--- src/rtl/sid_table_sched.sv ---
// Sequencer that time-shares one combined-waveform table among NVOICE voices.
// Each 1 MHz strobe snapshots all voice indices and sweeps them through the table in order.
module sid_table_sched #(
  parameter int unsigned NVOICE  = 3,
  parameter int unsigned ROM_LAT = 2
) (
  input  logic                   clk,
  input  logic                   reset,
  input  logic                   ce_1m,
  input  logic [12*NVOICE-1:0]   acc_ps,
  input  logic [12*NVOICE-1:0]   acc_t,
  output logic [11:0]            tbl_acc_ps,
  output logic [11:0]            tbl_acc_t,
  input  logic [7:0]             tbl_st,
  input  logic [7:0]             tbl_pt,
  input  logic [7:0]             tbl_ps,
  input  logic [7:0]             tbl_pst,
  output logic [32*NVOICE-1:0]   wave_out,
  output logic [NVOICE-1:0]      wave_upd,
  output logic                   busy,
  output logic                   done,
  output logic                   overrun,
  input  logic                   overrun_clr
);

  localparam int unsigned VW       = (NVOICE > 1) ? $clog2(NVOICE) : 1;
  localparam logic [VW-1:0] VLast  = VW'(NVOICE - 1);
  // WAIT covers ROM_LAT-1 cycles, counted down to zero
  localparam logic [2:0] WaitInit  = (ROM_LAT > 1) ? 3'(ROM_LAT - 2) : 3'd0;

  typedef enum logic [2:0] {StIdle, StIssue, StWait, StStore, StFin} state_e;

  state_e        state_q, state_d;
  logic [VW-1:0] v_q, v_d;
  logic [2:0]    wcnt_q, wcnt_d;
  logic          addr_ld;
  logic          store;

  logic [11:0]       shadow_ps_q [NVOICE];
  logic [11:0]       shadow_t_q  [NVOICE];
  logic [11:0]       addr_ps_q;
  logic [11:0]       addr_t_q;
  logic [31:0]       wave_q      [NVOICE];
  logic [NVOICE-1:0] upd_q;
  logic              overrun_q;

  always_comb begin
    state_d = state_q;
    v_d     = v_q;
    wcnt_d  = wcnt_q;
    addr_ld = 1'b0;
    store   = 1'b0;
    unique case (state_q)
      StIdle: ;
      StIssue: begin
        addr_ld = 1'b1;
        if (ROM_LAT == 1) begin
          state_d = StStore;
        end else begin
          state_d = StWait;
          wcnt_d  = WaitInit;
        end
      end
      StWait: begin
        if (wcnt_q == 3'd0) state_d = StStore;
        else                wcnt_d  = wcnt_q - 3'd1;
      end
      StStore: begin
        store = 1'b1;
        if (v_q == VLast) begin
          state_d = StFin;
        end else begin
          v_d     = v_q + 1'b1;
          state_d = StIssue;
        end
      end
      StFin:   state_d = StIdle;
      default: state_d = StIdle;
    endcase
    // A strobe restarts the sweep from any state; the current edge's store/load still happens
    if (ce_1m) begin
      state_d = StIssue;
      v_d     = '0;
    end
  end

  always_ff @(posedge clk or posedge reset) begin
    if (reset) begin
      state_q <= StIdle;
      v_q     <= '0;
      wcnt_q  <= '0;
    end else begin
      state_q <= state_d;
      v_q     <= v_d;
      wcnt_q  <= wcnt_d;
    end
  end

  always_ff @(posedge clk or posedge reset) begin
    if (reset) begin
      for (int i = 0; i < NVOICE; i++) begin
        shadow_ps_q[i] <= '0;
        shadow_t_q[i]  <= '0;
      end
    end else if (ce_1m) begin
      for (int i = 0; i < NVOICE; i++) begin
        shadow_ps_q[i] <= acc_ps[12*i +: 12];
        shadow_t_q[i]  <= acc_t[12*i +: 12];
      end
    end
  end

  always_ff @(posedge clk or posedge reset) begin
    if (reset) begin
      addr_ps_q <= '0;
      addr_t_q  <= '0;
      upd_q     <= '0;
      overrun_q <= 1'b0;
      for (int i = 0; i < NVOICE; i++) begin
        wave_q[i] <= '0;
      end
    end else begin
      upd_q <= '0;
      if (addr_ld) begin
        addr_ps_q <= shadow_ps_q[v_q];
        addr_t_q  <= shadow_t_q[v_q];
      end
      if (store) begin
        wave_q[v_q] <= {tbl_pst, tbl_ps, tbl_pt, tbl_st};
        upd_q[v_q]  <= 1'b1;
      end
      // Set has priority over a coincident clear
      if (ce_1m && busy) begin
        overrun_q <= 1'b1;
      end else if (overrun_clr) begin
        overrun_q <= 1'b0;
      end
    end
  end

  for (genvar i = 0; i < NVOICE; i++) begin : g_wave
    assign wave_out[32*i +: 32] = wave_q[i];
  end

  assign tbl_acc_ps = addr_ps_q;
  assign tbl_acc_t  = addr_t_q;
  assign wave_upd   = upd_q;
  assign overrun    = overrun_q;
  assign busy       = (state_q != StIdle);
  assign done       = (state_q == StFin);

endmodule
--- config.mk ---
export PLATFORM = sky130hd
export DESIGN_NAME = sid_table_sched
export DESIGN_NICKNAME = d
export VERILOG_FILES = /design/src/rtl/sid_table_sched.sv
export SDC_FILE = /design/constraint.sdc
export NUM_CORES = 1
export LEC_CHECK = 0
export CAP_MARGIN = 20
export CORE_ASPECT_RATIO = 1.1
export CORE_MARGIN = 1
export CORE_UTILIZATION = 50
export DETAILED_ROUTE_END_ITERATION = 10
export PLACE_DENSITY = 0.83
export REMOVE_ABC_BUFFERS = 1
export SLEW_MARGIN = 5
export SYNTH_ARGS = -nofsm -noshare
export SYNTH_HDL_FRONTEND = slang
export SYNTH_SLANG_ARGS = --single-unit
--- constraint.sdc ---
create_clock -name clk -period 13.04 [get_ports clk]
set_clock_uncertainty 0.05 [all_clocks]
set_input_delay 1.304 -clock clk [delete_from_list [all_inputs] [get_ports clk]]
set_output_delay 1.304 -clock clk [all_outputs]
set_load 0.05 [all_outputs]
==> summary.txt, run 1 <==
Worst setup path
  • Setup crit start kind: flip-flop
  • Critical setup path kind: reg -> out
  • Kind of cell adding the most delay to the critical path: buffers and inverters
  • Crit path max fanout: 13
  • Critical Path AT: 2.19 ns
  • Largest stage delay, worst path: 0.71 ns
  • CP Data Required Time: 11.69 ns
  • CP max stage cell: clkdlybuf4s50_1
  • Critical path endpoint category: output port
  • Worst path cell trace: or3_1 > clkdlybuf4s50_1
  • Worst Path Buf+Inv: 1
  • R2R setup slack: between 10 and 15 ns

Floorplanning
  • FP Rows: 49
  • Die width: 126.0 um
  • Total die area: 17430 um^2
  • Initial core utilization: 51.45%
  • Die Y: 138.4 um
  • IO Pins: 234
  • Core footprint: 16430 um^2

CTS
  • Clock Tree Root: clkbuf_16
  • # hold bufs at CTS: 0
  • Post_cts resized: 0
  • Post-CTS Setup Bufs: 0
  • CTS sink count: 204
  • Clk buf depth: 3
  • Num CTS Buffers: 22
  • Worst-skew pair later-pin latency: 0.49 ns
  • H-Tree Depth: 1
  • Clock transition at path regs: 0.06 ns
  • CTS tree: done

Layout
  • Final Non-Filler Cells: 1023
  • Area growth syn-to-layout: 36.99%
  • FILL cells: 1133
  • Fin nets: 917
  • Post-route core utilization: 70.48%
  • Cell area after layout: 11580 um^2
  • Share of cells above drive strength 1: 28.97%

Synthesis
  • Cell variety after synth: 28
  • Leading area contributor after synthesis: dfrtp_1
  • Post-Syn Area: 8453 um^2
  • Synth Register Bits: 204
  • Post-synth top area share: 60.39%
  • Mapped Cells: around 570
  • Synth area leaders: dfrtp_1 (60%), mux2_2 (18%), mux2_4 (10%)
  • Ys Warns: 0
  • Sequential area share after synthesis: about 60%
  • Syn avg cell area: 14.73 um^2

Timing
  • RSZ-0062 raised after global routing: false
  • Min Tclk post-route: around 3.5 ns
  • Worst Slack Setup Final: 9.498 ns
  • Slew Limit Fails: 0
  • Worst Hold Slack: 0.4475 ns
  • Headroom to the max-slew limit: 42.75%
  • Setup tns final: 0 ns
  • Setup violators final: 0
  • FMAX: 282.3 MHz
  • Hold Vio Cnt, Final: 0
  • Final worst path period share: 27.16%
  • Least-Margin Pin Slew: 0.8587 ns

Run
  • Max-cap violations: 0

GRT
  • Largest net degree at the start of global routing: 126
  • GRT Util Overall: between 20% and 30%
  • Global-route wire length before repair: about 33 mm
  • Vias in the first global route: slightly above 6k
  • Initial antenna violation count: 1
  • Global route total overflow: 0

Min path
  • Hold Crit Class: reg -> reg

Place
  • Post-placement setup slack: 9.449 ns
  • Post-DP HPWL: 13.48 mm
  • Input/output buffers: roughly 230
  • Cells after DPL: around 980
  • Routability cong.: 0.7777
  • Placed cell area: around 11000 um^2

Pwr
  • Leak Pwr: 5.097 nW
  • Power Total: about 2.9 mW
  • PwrDens: roughly 250 nW/um^2
  • Worst VDD drop: 0.2133 mV

Detailed routing
  • DRT Pass-1 Iters: 7
  • Initial drt markers: 224
  • Detail Route Antenna Nets: 0
  • Wire per inst: 19.73 um
  • DR DRC count: 0
  • Routed wire length: between 20 and 25 mm
  • Vias per cell: 5.281
  • DR vias: 5402

Outcome
  • Run status: finished clean
==> cells by family (layout without fill, tap and decap cells) <==
family                     after synthesis  after routing  synth area share (%)
DFF                                    204            204                 60.39
muxes                                  194            194                 28.35
and+or+nand+nor                         91             91                 4.796
buffers and inverters                   45            289                 3.034
AOI/OAI and AO/OA                       33             33                 2.487
adders and majority gates                5              5                0.7401
xor gates and xnor gates                 2              2                0.2073
other                                    0              1                     0
==> power breakdown <==
| part | internal (mW) | total (mW) | switching, mW |
|---|---|---|---|
| registers | 0.828 | 0.946 | 0.119 |
| logic | 0.522 | 1.37 | 0.844 |
| clock network | 0.340 | 0.575 | 0.235 |
==> flip-flops by register name, summed over array words and instances, names as in the netlist <==
| register | count |
|---|---|
| wave_upd | 3 |
| shadow_ps_q | 36 |
| overrun | 1 |
| tbl_acc_ps | 12 |
| state_q | 3 |
| wcnt_q | 3 |
| tbl_acc_t | 12 |
| wave_out | 96 |
| shadow_t_q | 36 |
| v_q | 2 |
==> layout make-up <==
| type | instances | area [um^2] | area share (%) |
|---|---|---|---|
| clock buffer | 35 | 650.6 | 5.619 |
| inverter | 12 | 52.55 | 0.4538 |
| tap | 204 | 255.2 | 2.204 |
| sequential | 204 | 5105 | 44.08 |
| antenna | 1 | 2.502 | 0.02161 |
| timing repair buffer | 239 | 2400 | 20.72 |
| multi-input combinational | 325 | 3099 | 26.76 |
| clock inverter | 3 | 15.01 | 0.1297 |
==> cell usage in the layout (no fill, tap or decap), types with 2 or more instances in the layout <==
| master | count |
|---|---|
| clkdlybuf4s50_1 | 232 |
| dfrtp_1 | 204 |
| clkinv_2 | 3 |
| clkbuf_1 | 9 |
| a22o_1 | 3 |
| or3_1 | 2 |
| nor2_1 | 27 |
| inv_1 | 10 |
| mux2i_1 | 2 |
| clkbuf_16 | 23 |
| a31oi_1 | 24 |
| xnor2_1 | 2 |
| nand2_1 | 52 |
| clkbuf_8 | 3 |
| ha_1 | 5 |
| buf_4 | 4 |
| mux2_2 | 134 |
| mux2_4 | 57 |
| o21ai_0 | 5 |
| nand2_4 | 2 |
| nor3_1 | 2 |
==> final timing paths <==
kind / from / end / cells after the start
max in group asynchronous: reset / wave_out[62] / 4
worst max-delay path: state_q[0] / busy / 2
worst min register to register: wave_out[37] / wave_out[37] / 1
min in group asynchronous: reset / wave_out[60] / 2
worst max register to register: v_q[1] / wave_out[37] / 4
worst min-delay path: wave_out[37] / wave_out[37] / 1
==> synth_stat cells <==
cell type,count
nand2_1,52
buf_2,16
buf_4,6
inv_1,11
dfrtp_1,204
nand4_4,1
mux2i_1,2
nor3_1,2
nor2_1,27
nand2_4,2
nor3b_1,1
and3b_2,1
xnor2_1,2
and4bb_2,1
or3_1,2
mux2_2,134
buf_6,6
nor2b_1,2
a31o_2,1
inv_2,1
buf_1,1
a31oi_1,24
ha_1,5
mux2_4,57
o21ai_0,5
a22o_1,3
clkbuf_1,4
mux2_1,1
==> routing by layer <==
metal | global-route usage [%] | part of all wire (%) | vias up
li1 | - | - | 2455
met1 | 28.09 | 40 | 2685
met2 | 39.23 | 47 | 222
met3 | 9.094 | 11 | 40
met4 | 7.736 | 2.3 | 0
met5 | 0 | 0 | -
(Power assumes the default switching activity.)
==> run 2: changes to the inputs <==
Settings changed: CORE_UTILIZATION 50 to 44, PLACE_DENSITY 0.83 to 0.77.
Clock period 13.04 ns to 2.85 ns, I/O delays scaled along.
==> summary.txt, run 2 (synthesized netlist as in run 1, its figures left out) <==
Worst setup path
  • CP max stage cell: clkdlybuf4s50_1 (unchanged)
  • CP Data Required Time: 2.52 ns (was 11.69 ns)
  • Worst path cell trace: or3_1 > clkdlybuf4s50_1 (unchanged)
  • Worst Path Buf+Inv: 1 (unchanged)
  • Setup crit start kind: flip-flop (unchanged)
  • Critical Path AT: 2.18 ns (was 2.19 ns)
  • Largest stage delay, worst path: 0.72 ns (was 0.71 ns)
  • Critical path endpoint category: output port (unchanged)
  • Kind of cell adding the most delay to the critical path: buffers and inverters (unchanged)
  • Crit path max fanout: 13 (unchanged)
  • Critical setup path kind: reg -> out (unchanged)

Detailed routing
  • Routed met1 length: 8.353 mm (was 8.070 mm)
  • Vias per cell: 5.065 (was 5.281)
  • WL met2: 8.786 mm (was 9.523 mm)
  • DR DRC count: 0 (unchanged)
  • Detail Route Antenna Nets: 0 (unchanged)
  • DRT Pass-1 Iters: 4 (was 7)
  • Routed wl met3: 2.193 mm (was 2.139 mm)
  • Initial drt markers: 167 (was 224)
  • Top Metal Used: met4 (unchanged)
  • Routed wire length: 19.64 mm (was 20.19 mm)
  • DR vias: 5389 (was 5402)
  • Wire per inst: 18.45 um (was 19.73 um)

Layout
  • Commonest non-fill, non-tap cell in the layout: clkdlybuf4s50_1 (unchanged)
  • Area growth syn-to-layout: 38.78% (was 36.99%)
  • Post-route core utilization: 63.04% (was 70.48%)
  • Fin nets: 918 (was 917)
  • Most frequent cells in the layout: clkdlybuf4s50_1 (232), dfrtp_1 (204), mux2_2 (134) (unchanged)
  • Final Non-Filler Cells: 1064 (was 1023)
  • Max reg flops: 96 (unchanged)
  • Ant diodes: 0 (was 1)
  • Share of cells above drive strength 1: 30.09% (was 28.97%)

GRT
  • Global-route wire length before repair: 31.70 mm (was 32.53 mm)
  • Global route total overflow: 0 (unchanged)
  • Initial antenna violation count: 0 (was 1)
  • Vias in the first global route: 5918 (was 6051)
  • GRT Util Overall: 20.27% (was 23.60%)
  • Largest net degree at the start of global routing: 79 (was 126)

CTS
  • # hold bufs at CTS: 0 (unchanged)
  • Clock transition at path regs: 0.07 ns (was 0.06 ns)
  • CTS sink count: 204 (unchanged)
  • Clk buf depth: 3 (unchanged)
  • Clock Tree Root: clkbuf_16 (unchanged)
  • Worst-skew pair later-pin latency: 0.50 ns (was 0.49 ns)
  • CTS tree: done (unchanged)
  • Post-CTS Setup Bufs: 0 (unchanged)
  • H-Tree Depth: 1 (unchanged)
  • Num CTS Buffers: 22 (unchanged)
  • Post_cts resized: 0 (unchanged)

Floorplanning
  • Initial core utilization: 45.43% (was 51.45%)
  • Die Y: 147.4 um (was 138.4 um)
  • FP Rows: 52 (was 49)
  • Total die area: 19770 um^2 (was 17430 um^2)
  • Core footprint: 18610 um^2 (was 16430 um^2)
  • IO Pins: 234 (unchanged)
  • Die width: 134.2 um (was 126.0 um)

Timing
  • Headroom to the max-slew limit: 52.55% (was 42.75%)
  • FMAX: between 300 and 400 MHz
  • RSZ-0062 raised after global routing: false (unchanged)
  • Setup tns final: 0 ns (unchanged)
  • Slew Limit Fails: 0 (unchanged)
  • Final worst path period share: 88.16%
  • Worst Hold Slack: 0.1884 ns (was 0.4475 ns)
  • Setup violators final: 0 (unchanged)
  • Hold Vio Cnt, Final: 0 (unchanged)
  • Min Tclk post-route: 2.513 ns
  • Least-Margin Pin Slew: 0.7103 ns (was 0.8587 ns)

Pwr
  • Worst VDD drop: 1.052 mV (was 0.2133 mV)
  • Leak Pwr: 5.142 nW (was 5.097 nW)
  • PwrDens: 1145 nW/um^2 (was 249.4 nW/um^2)

Run
  • Max-cap violations: 0 (unchanged)

Place
  • Routability cong.: 0.8077 (was 0.7777)
  • Input/output buffers: 233 (unchanged)
  • Post-DP HPWL: 13.17 mm (was 13.48 mm)
  • Cells after DPL: 1024 (was 982)

Outcome
  • Run status: finished clean (unchanged)

Min path
  • Hold Crit Class: in -> async (was reg -> reg)
[run 2: changes by cell type in the layout (fill, tap and decap cells not counted), moves of 2 or more]
| cell | previous run | this run |
|---|---|---|
| bufinv_16 | 0 | 2 |
| clkbuf_1 | 9 | 2 |
| clkinv_2 | 3 | 5 |
| clkinvlp_4 | 0 | 4 |
| buf_12 | 0 | 3 |
[run 2: routing by layer]
layer	global-route usage, %	vias to the layer above
li1	-	2458
met1	25.89	2689
met2	32.12	221
met3	8.368	21
met4	4.831	0
met5	0	-
[run 2: layout make-up]
type	count	area, um^2
clock buffers	29	638.1
clock inverters	11	115.1
fillers	1387	6877
inverters	12	52.55
multi-input cells	325	3099
flip-flops and latches	204	5105
well taps	243	304.0
repair buffers	240	2417
[run 2: through the flow]
step	worst slack (ns)	total power, mW	cell area, um^2
detailed placement	0.4931	10.56	10980
global route	0.2511	13.99	11730
floorplan	-3.052	8.358	8242
finish	0.3373	13.43	11730
global placement	0.5206	10.46	10980
CTS	0.3035	13.56	11730
[run 2: final timing paths]
kind                                       from         endpoint  cells past startpoint  slack [ns]
max in group asynchronous                 reset     wave_out[25]                      3        1.80
worst min-delay path                      reset     wave_out[93]                      2        0.19
min in group clk                          ce_1m           v_q[0]                      3        0.27
worst max-delay path                 state_q[0]             busy                      2        0.34
worst max register to register           v_q[1]     wave_out[37]                      4        0.51
worst min register to register  shadow_ps_q[11]  shadow_ps_q[11]                      1        0.46
[run 2: worst register-to-register path, stage by stage (launching register included)]
cell and delay [ns]:
dfrtp_1 0.41, inv_2 0.38, ha_1 0.29, nand4_4 0.53, mux2_1 0.56
[run 2: power by group]
part	internal, mW	total [mW]	switching [mW]
Sequential	3.79	4.35	0.565
Clock	1.76	2.90	1.14
Combinational	2.39	6.18	3.80
==> run 3: changes to the inputs <==
Settings changed: GPL_TIMING_DRIVEN set to 1.
==> results of run 3 <==
Final layout, timing and power as in run 2 (identical DEF).
